File: src/rtl/watch_pkg.sv
// Shared types, field moduli and wrap arithmetic for the watch time controller.
package watch_pkg;

   typedef enum logic [1:0] {
      MODE_RUN     = 2'b00,
      MODE_SET_MIN = 2'b01,
      MODE_SET_HR  = 2'b10
   } mode_t;

   localparam int SEC_MOD = 60;
   localparam int MIN_MOD = 60;
   localparam int HR_MOD  = 24;
   localparam int SEC_W   = 6;
   localparam int MIN_W   = 6;
   localparam int HR_W    = 5;
   localparam int CNT_W   = 32;

   typedef struct packed {
      logic [SEC_W-1:0] secs;
      logic [MIN_W-1:0] mins;
      logic [HR_W-1:0]  hrs;
   } watch_time_t;

   // Out-of-range values fall into the ">= modulus-1" test and wrap to zero.
   function automatic logic [5:0] wrap_inc(input logic [5:0] value, input logic [5:0] modulus);
      logic [5:0] result;
      if (value >= modulus - 6'd1) begin
         result = 6'd0;
      end else begin
         result = value + 6'd1;
      end
      return result;
   endfunction

   function automatic logic [5:0] wrap_dec(input logic [5:0] value, input logic [5:0] modulus);
      logic [5:0] result;
      if (value == 6'd0) begin
         result = modulus - 6'd1;
      end else begin
         result = value - 6'd1;
      end
      return result;
   endfunction

   // One-second advance with the full seconds -> minutes -> hours carry chain.
   function automatic watch_time_t tick_advance(input watch_time_t t);
      watch_time_t n;
      n      = t;
      n.secs = wrap_inc(t.secs, 6'(SEC_MOD));
      if (t.secs >= 6'(SEC_MOD - 1)) begin
         n.mins = wrap_inc(t.mins, 6'(MIN_MOD));
         if (t.mins >= 6'(MIN_MOD - 1)) begin
            n.hrs = 5'(wrap_inc({1'b0, t.hrs}, 6'(HR_MOD)));
         end else begin
            n.hrs = t.hrs;
         end
      end else begin
         n.mins = t.mins;
      end
      return n;
   endfunction

endpackage

File: src/rtl/watch_time_controller_button_conditioner.sv
// Raw pushbutton conditioner: 2-flop synchroniser, debounce, press pulse and auto-repeat.
module button_conditioner
   import watch_pkg::*;
#(
   parameter int DEBOUNCE_CYCLES = 500000,
   parameter int HOLD_CYCLES     = 25000000,
   parameter int REPEAT_CYCLES   = 5000000
) (
   input  logic userclock,
   input  logic reset,
   input  logic raw,
   output logic level,
   output logic press,
   output logic fire
);

   localparam logic [CNT_W-1:0] CNT_ZERO = {CNT_W{1'b0}};
   localparam logic [CNT_W-1:0] CNT_ONE  = CNT_W'(1);
   localparam logic [CNT_W-1:0] DEB_LAST = CNT_W'(DEBOUNCE_CYCLES - 1);
   localparam logic [CNT_W-1:0] HOLD_LAST = CNT_W'(HOLD_CYCLES - 1);
   localparam logic [CNT_W-1:0] REP_LAST = CNT_W'(REPEAT_CYCLES - 1);

   logic [1:0]       sync_r;
   logic             stable_r, stable_s;
   logic [CNT_W-1:0] deb_r, deb_s;
   logic [CNT_W-1:0] hold_r, hold_s;
   logic             repeating_r, repeating_s;
   logic             press_r, press_s;
   logic             rpt_s;
   logic             fire_r;

   // Debounce: the stable level only flips after an unbroken run of disagreeing cycles.
   always_comb begin
      deb_s    = deb_r;
      stable_s = stable_r;
      press_s  = 1'b0;
      if (sync_r[1] == stable_r) begin
         deb_s = CNT_ZERO;
      end else if (deb_r >= DEB_LAST) begin
         stable_s = sync_r[1];
         deb_s    = CNT_ZERO;
         press_s  = sync_r[1];
      end else begin
         deb_s = deb_r + CNT_ONE;
      end
   end

   // Auto-repeat: one long initial hold interval, then a shorter repeat interval.
   always_comb begin
      hold_s      = hold_r;
      repeating_s = repeating_r;
      rpt_s       = 1'b0;
      if (!stable_r) begin
         hold_s      = CNT_ZERO;
         repeating_s = 1'b0;
      end else if (!repeating_r) begin
         if (hold_r >= HOLD_LAST) begin
            hold_s      = CNT_ZERO;
            repeating_s = 1'b1;
            rpt_s       = 1'b1;
         end else begin
            hold_s = hold_r + CNT_ONE;
         end
      end else begin
         if (hold_r >= REP_LAST) begin
            hold_s = CNT_ZERO;
            rpt_s  = 1'b1;
         end else begin
            hold_s = hold_r + CNT_ONE;
         end
      end
   end

   // Conditioner state and registered pulse outputs.
   always_ff @(posedge userclock) begin
      if (reset) begin
         sync_r      <= 2'b00;
         stable_r    <= 1'b0;
         deb_r       <= CNT_ZERO;
         hold_r      <= CNT_ZERO;
         repeating_r <= 1'b0;
         press_r     <= 1'b0;
         fire_r      <= 1'b0;
      end else begin
         sync_r      <= {sync_r[0], raw};
         stable_r    <= stable_s;
         deb_r       <= deb_s;
         hold_r      <= hold_s;
         repeating_r <= repeating_s;
         press_r     <= press_s;
         fire_r      <= press_s | rpt_s;
      end
   end

   assign level = stable_r;
   assign press = press_r;
   assign fire  = fire_r;

endmodule

File: src/rtl/watch_time_controller.sv
// Watch time registers with a run/set mode FSM driven by the 1 Hz tick and conditioned buttons.
module watch_time_controller
   import watch_pkg::*;
#(
   parameter int DEBOUNCE_CYCLES = 500000,
   parameter int HOLD_CYCLES     = 25000000,
   parameter int REPEAT_CYCLES   = 5000000
) (
   input  logic       userclock,
   input  logic       reset,
   input  logic       tick_1hz,
   input  logic       switch,
   input  logic       switch2,
   input  logic       button0,
   input  logic       button2,
   input  logic       button3,
   output logic [5:0] seconds,
   output logic [5:0] minutes,
   output logic [4:0] hours,
   output logic [1:0] mode,
   output logic       blink
);

   logic        b0_level_s, b0_press_s, b0_fire_s;
   logic        b2_level_s, b2_press_s, b2_fire_s;
   logic        b3_level_s, b3_press_s, b3_fire_s;
   logic        inc_s, dec_s, sw_block_s;
   logic        unused_s;
   mode_t       mode_r;
   watch_time_t time_r;
   logic        blink_r;

   button_conditioner #(
      .DEBOUNCE_CYCLES(DEBOUNCE_CYCLES), .HOLD_CYCLES(HOLD_CYCLES), .REPEAT_CYCLES(REPEAT_CYCLES)
   ) u_btn0 (
      .userclock(userclock), .reset(reset), .raw(button0),
      .level(b0_level_s), .press(b0_press_s), .fire(b0_fire_s)
   );

   button_conditioner #(
      .DEBOUNCE_CYCLES(DEBOUNCE_CYCLES), .HOLD_CYCLES(HOLD_CYCLES), .REPEAT_CYCLES(REPEAT_CYCLES)
   ) u_btn2 (
      .userclock(userclock), .reset(reset), .raw(button2),
      .level(b2_level_s), .press(b2_press_s), .fire(b2_fire_s)
   );

   button_conditioner #(
      .DEBOUNCE_CYCLES(DEBOUNCE_CYCLES), .HOLD_CYCLES(HOLD_CYCLES), .REPEAT_CYCLES(REPEAT_CYCLES)
   ) u_btn3 (
      .userclock(userclock), .reset(reset), .raw(button3),
      .level(b3_level_s), .press(b3_press_s), .fire(b3_fire_s)
   );

   // Mode only follows button0 presses; the other conditioner outputs are deliberately unused.
   assign unused_s   = ^{b0_level_s, b0_fire_s, b2_level_s, b2_press_s, b3_level_s, b3_press_s};
   assign inc_s      = b2_fire_s & ~b3_fire_s;
   assign dec_s      = b3_fire_s & ~b2_fire_s;
   assign sw_block_s = switch | switch2;

   // Mode FSM together with the time and blink registers it arbitrates.
   always_ff @(posedge userclock) begin
      if (reset) begin
         mode_r  <= MODE_RUN;
         time_r  <= {6'd0, 6'd0, 5'd0};
         blink_r <= 1'b0;
      end else begin
         case (mode_r)
            MODE_RUN: begin
               blink_r <= 1'b0;
               if (b0_press_s && !sw_block_s) begin
                  mode_r      <= MODE_SET_MIN;
                  time_r.secs <= 6'd0;
               end else if (tick_1hz) begin
                  time_r <= tick_advance(time_r);
               end
            end
            MODE_SET_MIN: begin
               if (sw_block_s) begin
                  mode_r  <= MODE_RUN;
                  blink_r <= 1'b0;
               end else begin
                  time_r.secs <= 6'd0;
                  blink_r     <= blink_r ^ tick_1hz;
                  if (inc_s) begin
                     time_r.mins <= wrap_inc(time_r.mins, 6'(MIN_MOD));
                  end else if (dec_s) begin
                     time_r.mins <= wrap_dec(time_r.mins, 6'(MIN_MOD));
                  end
                  if (b0_press_s) begin
                     mode_r <= MODE_SET_HR;
                  end
               end
            end
            MODE_SET_HR: begin
               if (sw_block_s) begin
                  mode_r  <= MODE_RUN;
                  blink_r <= 1'b0;
               end else begin
                  time_r.secs <= 6'd0;
                  if (inc_s) begin
                     time_r.hrs <= 5'(wrap_inc({1'b0, time_r.hrs}, 6'(HR_MOD)));
                  end else if (dec_s) begin
                     time_r.hrs <= 5'(wrap_dec({1'b0, time_r.hrs}, 6'(HR_MOD)));
                  end
                  if (b0_press_s) begin
                     mode_r  <= MODE_RUN;
                     blink_r <= 1'b0;
                  end else begin
                     blink_r <= blink_r ^ tick_1hz;
                  end
               end
            end
            default: begin
               mode_r  <= MODE_RUN;
               blink_r <= 1'b0;
            end
         endcase
      end
   end

   assign seconds = time_r.secs;
   assign minutes = time_r.mins;
   assign hours   = time_r.hrs;
   assign mode    = mode_r;
   assign blink   = blink_r;

endmodule

File: config.mk
export PLATFORM = sky130hd
export DESIGN_NAME = watch_time_controller
export DESIGN_NICKNAME = d
export VERILOG_FILES = /design/src/rtl/watch_pkg.sv /design/src/rtl/watch_time_controller_button_conditioner.sv /design/src/rtl/watch_time_controller.sv
export SDC_FILE = /design/constraint.sdc
export NUM_CORES = 1
export LEC_CHECK = 0
export CAP_MARGIN = 20
export CORE_MARGIN = 1
export CORE_UTILIZATION = 55
export DETAILED_ROUTE_END_ITERATION = 12
export GPL_TIMING_DRIVEN = 0
export PLACE_DENSITY = 0.78
export SLEW_MARGIN = 40
export SYNTH_ARGS = -nofsm -noshare
export SYNTH_HDL_FRONTEND = slang
export SYNTH_SLANG_ARGS = --single-unit
File: constraint.sdc
create_clock -name userclock -period 2.5 [get_ports userclock]
set_input_delay 0.25 -clock userclock [delete_from_list [all_inputs] [get_ports userclock]]
set_output_delay 0.25 -clock userclock [all_outputs]
set_load 0.01 [all_outputs]
# Yosys cells after proc, flatten, opt, wreduce, memory -nomap -nowiden
# Index checks and enable logic that the tools add are counted.
# W data, S select, Z words.
[op_classes]
addsub = 10
n_lt_le_gt_ge = 10
n_eq_ne = 17
muxes = 51
n_bitwise = 14
reduce_logical = 21
[ops]
columns = ["op", "n"]
rows = [
  ["$mux W32", 6],
  ["$add A32 B1 Y32 const B", 5],
  ["$ge A32 B19 Y1 const B", 3],
  ["$ge A32 B23 Y1 const B", 2],
  ["$ge A32 B25 Y1 const B", 2],
  ["$mux W6", 8],
  ["$mux W5", 7],
  ["$pmux W6 S3", 1],
  ["$mux W1", 17],
  ["$mux W17", 1],
  ["$ne A2 B2 Y1 const B", 7],
  ["$add A6 B1 Y6 const B", 2],
  ["$ge A6 B6 Y1 const B", 2],
  ["$mux W12", 1],
  ["$pmux W6 S2", 1],
  ["$reduce_or A3 Y1", 4],
  ["$mux W11", 1],
  ["$mux W2", 5],
  ["$pmux W5 S2", 1],
  ["$ne A3 B3 Y1 const B", 3],
  ["$not A1 Y1", 8],
  ["$reduce_and A7 Y1", 1],
  ["$logic_not A6 Y1", 1],
  ["$ne A3 B2 Y1 const B", 2],
  ["other kinds (23)", 32],
]
[totals]
register_bits = 194
inputBits = 8
output_inout_bits = 20
elab_cells = 144

# Logic depth before layout (Yosys ltp)
[depth]
word_depth = 7
mapped_depth = 8
depth_no_buf = 7

# Cells and area by module
# Synthesis repeated with hierarchy kept, for this count alone.
[unflattened]
hier_cells = 1058
hier_area_um2 = 9809.4
[by_module_without_submodules]
columns = ["mod", "n_inst", "cells_each", "area_per_inst_um2", "seq_area_each_um2"]
rows = [
  ["button_conditioner", 3, 290, 2780.2, 1401.3],
  ["watch_time_controller", 1, 188, 1468.9, 400.4],
]

# Least setup slack after synthesis
# OpenSTA, ideal clock, no wires.
[synth_timing]
path_kind = "register to register"
startpoint = "reg time_r, in the netlist minutes[0]"
endpoint = "reg time_r, in the netlist hours[0]"
setup_time_ns = 0.091
arrival_ns = 1.996
required_ns = 2.409
setup_slack_ns = 0.413
stages_incl_launch_ff = 7
n_path_buf = 0
period_less_slack_ns = 2.087
path_cell_list = "dfxtp_1 ha_1 o2111ai_1 or4b_1 a21oi_2 a21oi_1 a311oi_1"
[synth_between]
elab_chain_cells = 3
[synth_rtl]
columns = ["element", "line_no", "text"]
rows = [
  ["start: declaration", "watch_time_controller.sv:30", "watch_time_t time_r;"],
  ["start signal: assignment", "watch_time_controller.sv:64", "time_r <= {6'd0, 6'd0, 5'd0};"],
  ["start signal: assignment", "watch_time_controller.sv:74", "time_r <= tick_advance(time_r);"],
  ["$ge A6 B6 Y1", "watch_pkg.sv:52", "if (t.mins >= 6'(MIN_MOD - 1)) begin"],
  ["$ne A2 B2 Y1 (no line)", "n/a", ""],
  ["$reduce_and A7 Y1 (no line)", "n/a", ""],
]
# No other way between the ends.
# A chain may end at the register's enable or synchronous reset.

# Worst setup path in the final report
[layout_timing]
startpoint = "reg time_r, in the netlist minutes[1]"
endpoint = "reg time_r, in the netlist hours[2]"
# Same word-level chain as after synthesis.

==> results.txt <==
Post-Synth Adder-Cell Area - 2.38%
Antenna violations before repair - 0
Crit path DAT - 2.70 ns
Core area - 14700 um2
Max rail drop VDD - 0.502 mV
Layout Cell Area excl Fill - 9720 um2
Die W - 126 um
Logic gate share of total power - 2.3%
First-pass GRT wire length - 27100 um
Slew Limit Fails - 0
Layout Skew - 0.0100 ns
Post-synthesis share of cell area spent on xor and xnor gates - 10.5%
Switch Pwr - 0.00125 W
Vias - 6461
Synth async-reset ratio - 0%
Post-DRT Antenna Nets - 0
Crit Path Max Fanout - 7
Post-layout min period - 2.35 ns
Wire per inst - 13.0 um
Nature of the critical path endpoint - flip-flop
Switching share of power - 20.9%
Kind of path behind the tightest hold check - input port to flip-flop
Clock Power Share - 44.5%
H-tree depth - 4
DIE HEIGHT - 126 um
Inst Count DP - 1162
Status - finished, violations left
CTS buffer count - 17
Total track usage - 20.9%
Library cells used by synthesis - 69
Required time of the critical path - 2.85 ns
NumNets Final - 1023
Simple-gate share of the synthesized area - 25.6%
IO Count - 28
Layout Cells excl Fill - 1195
Finish-stage setup viols - 0
Rel. slew slack - 52.4%
Int Pwr - 0.00473 W
Worst Hold Slack - 0.369 ns
Startpoint Class - flip-flop
Final Hold Violating Endpoints - 0
Placer Congestion - 0.876
Total wire length - 15500 um
Die ar. - 15800 um2
Clk buf depth - 2
Setup TNS Final - 0 ns
Initial Util - 57.1%
CTS tree - done
Sequential area share after synthesis - 46.2%
DP HPWL - 10600 um
Hold buffers post-CTS - 0
Clock sink count - 194
Cell count after synthesis - 899
Post-synth EDFFs - 0
Row count - 44
Tcrit/Tclk final - 93.9%
DRT Pass-1 Iters - 9
Post-layout util - 66.1%
Placement Cell Area - 9090 um2
Main combinational cell family by area after synthesis - simple AND/OR/NAND/NOR gates
Worst Max-Slew Pin Slew - 0.714 ns
Vias per Instance - 5.41
Filler cell count - 1173
Share of total power in sequential cells - 53.2%
Compound-Gate Fraction of Synth Area - 11.0%
Main flop type after synthesis - dfxtp_1
Yosys warns - 0
# DRC - 1
Area delta synth->final - 15.7%
Total gr overflow - 0
Vias in the first global route - 6043
Root buffer cell - clkbuf_16
Mapped Avg Cell Area - 9.34 um2
Power Dens Cells - 615 nW/um2
Violated checks - DRC
Initial drt markers - 416
P_leak - 3.23 nW
Clk slew on worst S/H paths - 0.07 ns
Mux share of post-synthesis cell area - 0.745%
N_diodes - 0
Synth Register Bits - 194
Crit Path Category - flip-flop to flip-flop
Fraction of layout cells with a size suffix above 1 - 9.59%
Largest net degree at the start of global routing - 17
Clk_lat worst skew - 0.43 ns
RSZ-0062 raised after global routing - no
PortBufs - 27
Highest clock rate - 426 MHz
Cell area after synthesis - 8400 um2
Max-Cap Viols - 0
[placed cells by master, fill, tap and decap left out, drive strengths merged, types with 5 or more instances in the layout]
cell type / instances
xor2: 33
nand4: 26
and4: 12
nand2: 54
nor4: 29
buf: 16
clkdlybuf4s50: 27
clkinvlp: 7
ha: 16
inv: 28
xnor2: 68
clkbuf: 37
conb: 53
nand3: 41
nor2: 109
a21oi: 26
and3: 15
nand2b: 5
o21ai: 25
dfxtp: 194
a211oi: 30
a31oi: 6
nor2b: 12
or4: 9
nor3: 61
[sequential cells by signal, indices dropped and copies added (netlist names), 2 cells and up]
signal and cells:
u_btn2.hold_r 32, seconds 6, minutes 6, u_btn3.sync_r 2, u_btn0.deb_r 32, u_btn2.sync_r 2
u_btn3.deb_r 32, mode 2, u_btn2.deb_r 32, hours 5, u_btn3.hold_r 32, u_btn0.sync_r 2
[path summary, 6_finish.rpt]
| kind | start | end | slack [ns] | cells past startpoint |
|---|---|---|---|---|
| worst max-delay path | minutes[1] | hours[2] | 0.15 | 6 |
| worst min-delay path | button3 | u_btn3.sync_r[0] | 0.37 | 2 |
| worst min register to register | u_btn0.deb_r[0] | u_btn0.deb_r[0] | 0.46 | 1 |
| worst max register to register | minutes[1] | hours[2] | 0.15 | 6 |
[synth_stat cells, types with 3 or more instances]
library cell / number / share of area (%)
nor2b_1: 12 / 0.89
and4_1: 12 / 1.3
nor3_1: 61 / 3.6
buf_2: 6 / 0.36
o41ai_1: 3 / 0.31
inv_1: 28 / 1.3
ha_1: 16 / 2.4
or2_2: 3 / 0.22
a211oi_1: 10 / 0.89
nand2b_1: 5 / 0.37
and2_1: 3 / 0.22
nand3_1: 40 / 2.4
mux2i_1: 4 / 0.48
buf_6: 5 / 0.67
or4_1: 7 / 0.63
xnor2_1: 68 / 7.1
and3_1: 15 / 1.1
o31ai_1: 3 / 0.27
or3_1: 3 / 0.22
nand4_1: 26 / 1.9
xor2_1: 33 / 3.4
nand3b_1: 3 / 0.27
a21o_1: 3 / 0.27
nor4_1: 27 / 2.0
o2111ai_1: 3 / 0.31
nor3b_1: 4 / 0.36
a21oi_1: 24 / 1.4
nor2_2: 3 / 0.22
nor2_4: 8 / 1.1
nor4b_1: 4 / 0.42
nand2_1: 54 / 2.4
a211oi_2: 20 / 3.0
a31oi_1: 6 / 0.45
dfxtp_1: 194 / 46
o21ai_0: 25 / 1.5
o211ai_1: 3 / 0.27
nor2_1: 98 / 4.4
or3b_2: 3 / 0.31
clkbuf_1: 17 / 0.76
a311oi_1: 3 / 0.31
[cell families (layout without fill, tap and decap cells)]
kind of cell / count (synthesis) / in the layout
simple gates: 400 / 400
buf+inv: 60 / 120
other cells: 1 / 53
xor+xnor: 101 / 101
compound gates: 122 / 122
flops: 194 / 194
mux: 5 / 5
fa+ha+maj: 16 / 16
[layout make-up]
cell class                 count  area [um2]  share of cell area, %
buffer                        32         186                   1.92
clock buffer                  19         453                   4.66
clock inverter                12         135                   1.39
inverter                      28         105                   1.08
multi-input combinational    697        4440                   45.7
sequential                   194        3880                   39.9
tap                          184         230                   2.37
timing repair buffer          29         285                   2.93
[per-stage QoR]
stage | power [W] | setup WS [ns]
global route | 0.00620 | 0.00939
detailed placement | 0.00338 | 0.00773
finish | 0.00598 | 0.151
global placement | 0.00338 | 0.0633
CTS | 0.00604 | 0.0498
floorplan | 0.00333 | 0.413
[critical path, stage by stage, from the launching register on]
cell and delay, ns:
dfxtp_1 0.48, ha_1 0.28, o2111ai_2 0.23, or4b_1 0.66
a21oi_4 0.27, a21oi_1 0.10, a311oi_1 0.23
[repair_timing]
action,4_1_cts,5_1_grt
setup buffers,0,2
gates resized for setup,0,4
endpoints found under the setup margin,0,44
[power groups by stage]
stage          registers, W  clock network [W]   logic, W
2_1_floorplan       0.00325                  0  0.0000813
3_3_place_gp        0.00325                  0   0.000131
3_5_place_dp        0.00325                  0   0.000134
4_1_cts             0.00318            0.00273   0.000135
5_1_grt             0.00318            0.00286   0.000155
6_report            0.00318            0.00266   0.000138
[metal layers]
metal  share of wire, %  vias to the layer above  track usage, %
li1                   -                     3345               -
met1                 48                     2999            26.5
met2                 48                      100            34.9
met3                3.2                       17            4.45
met4                1.2                        0            7.46
met5                  0                        -               0
Note: power is estimated with default switching activity, not from simulation.
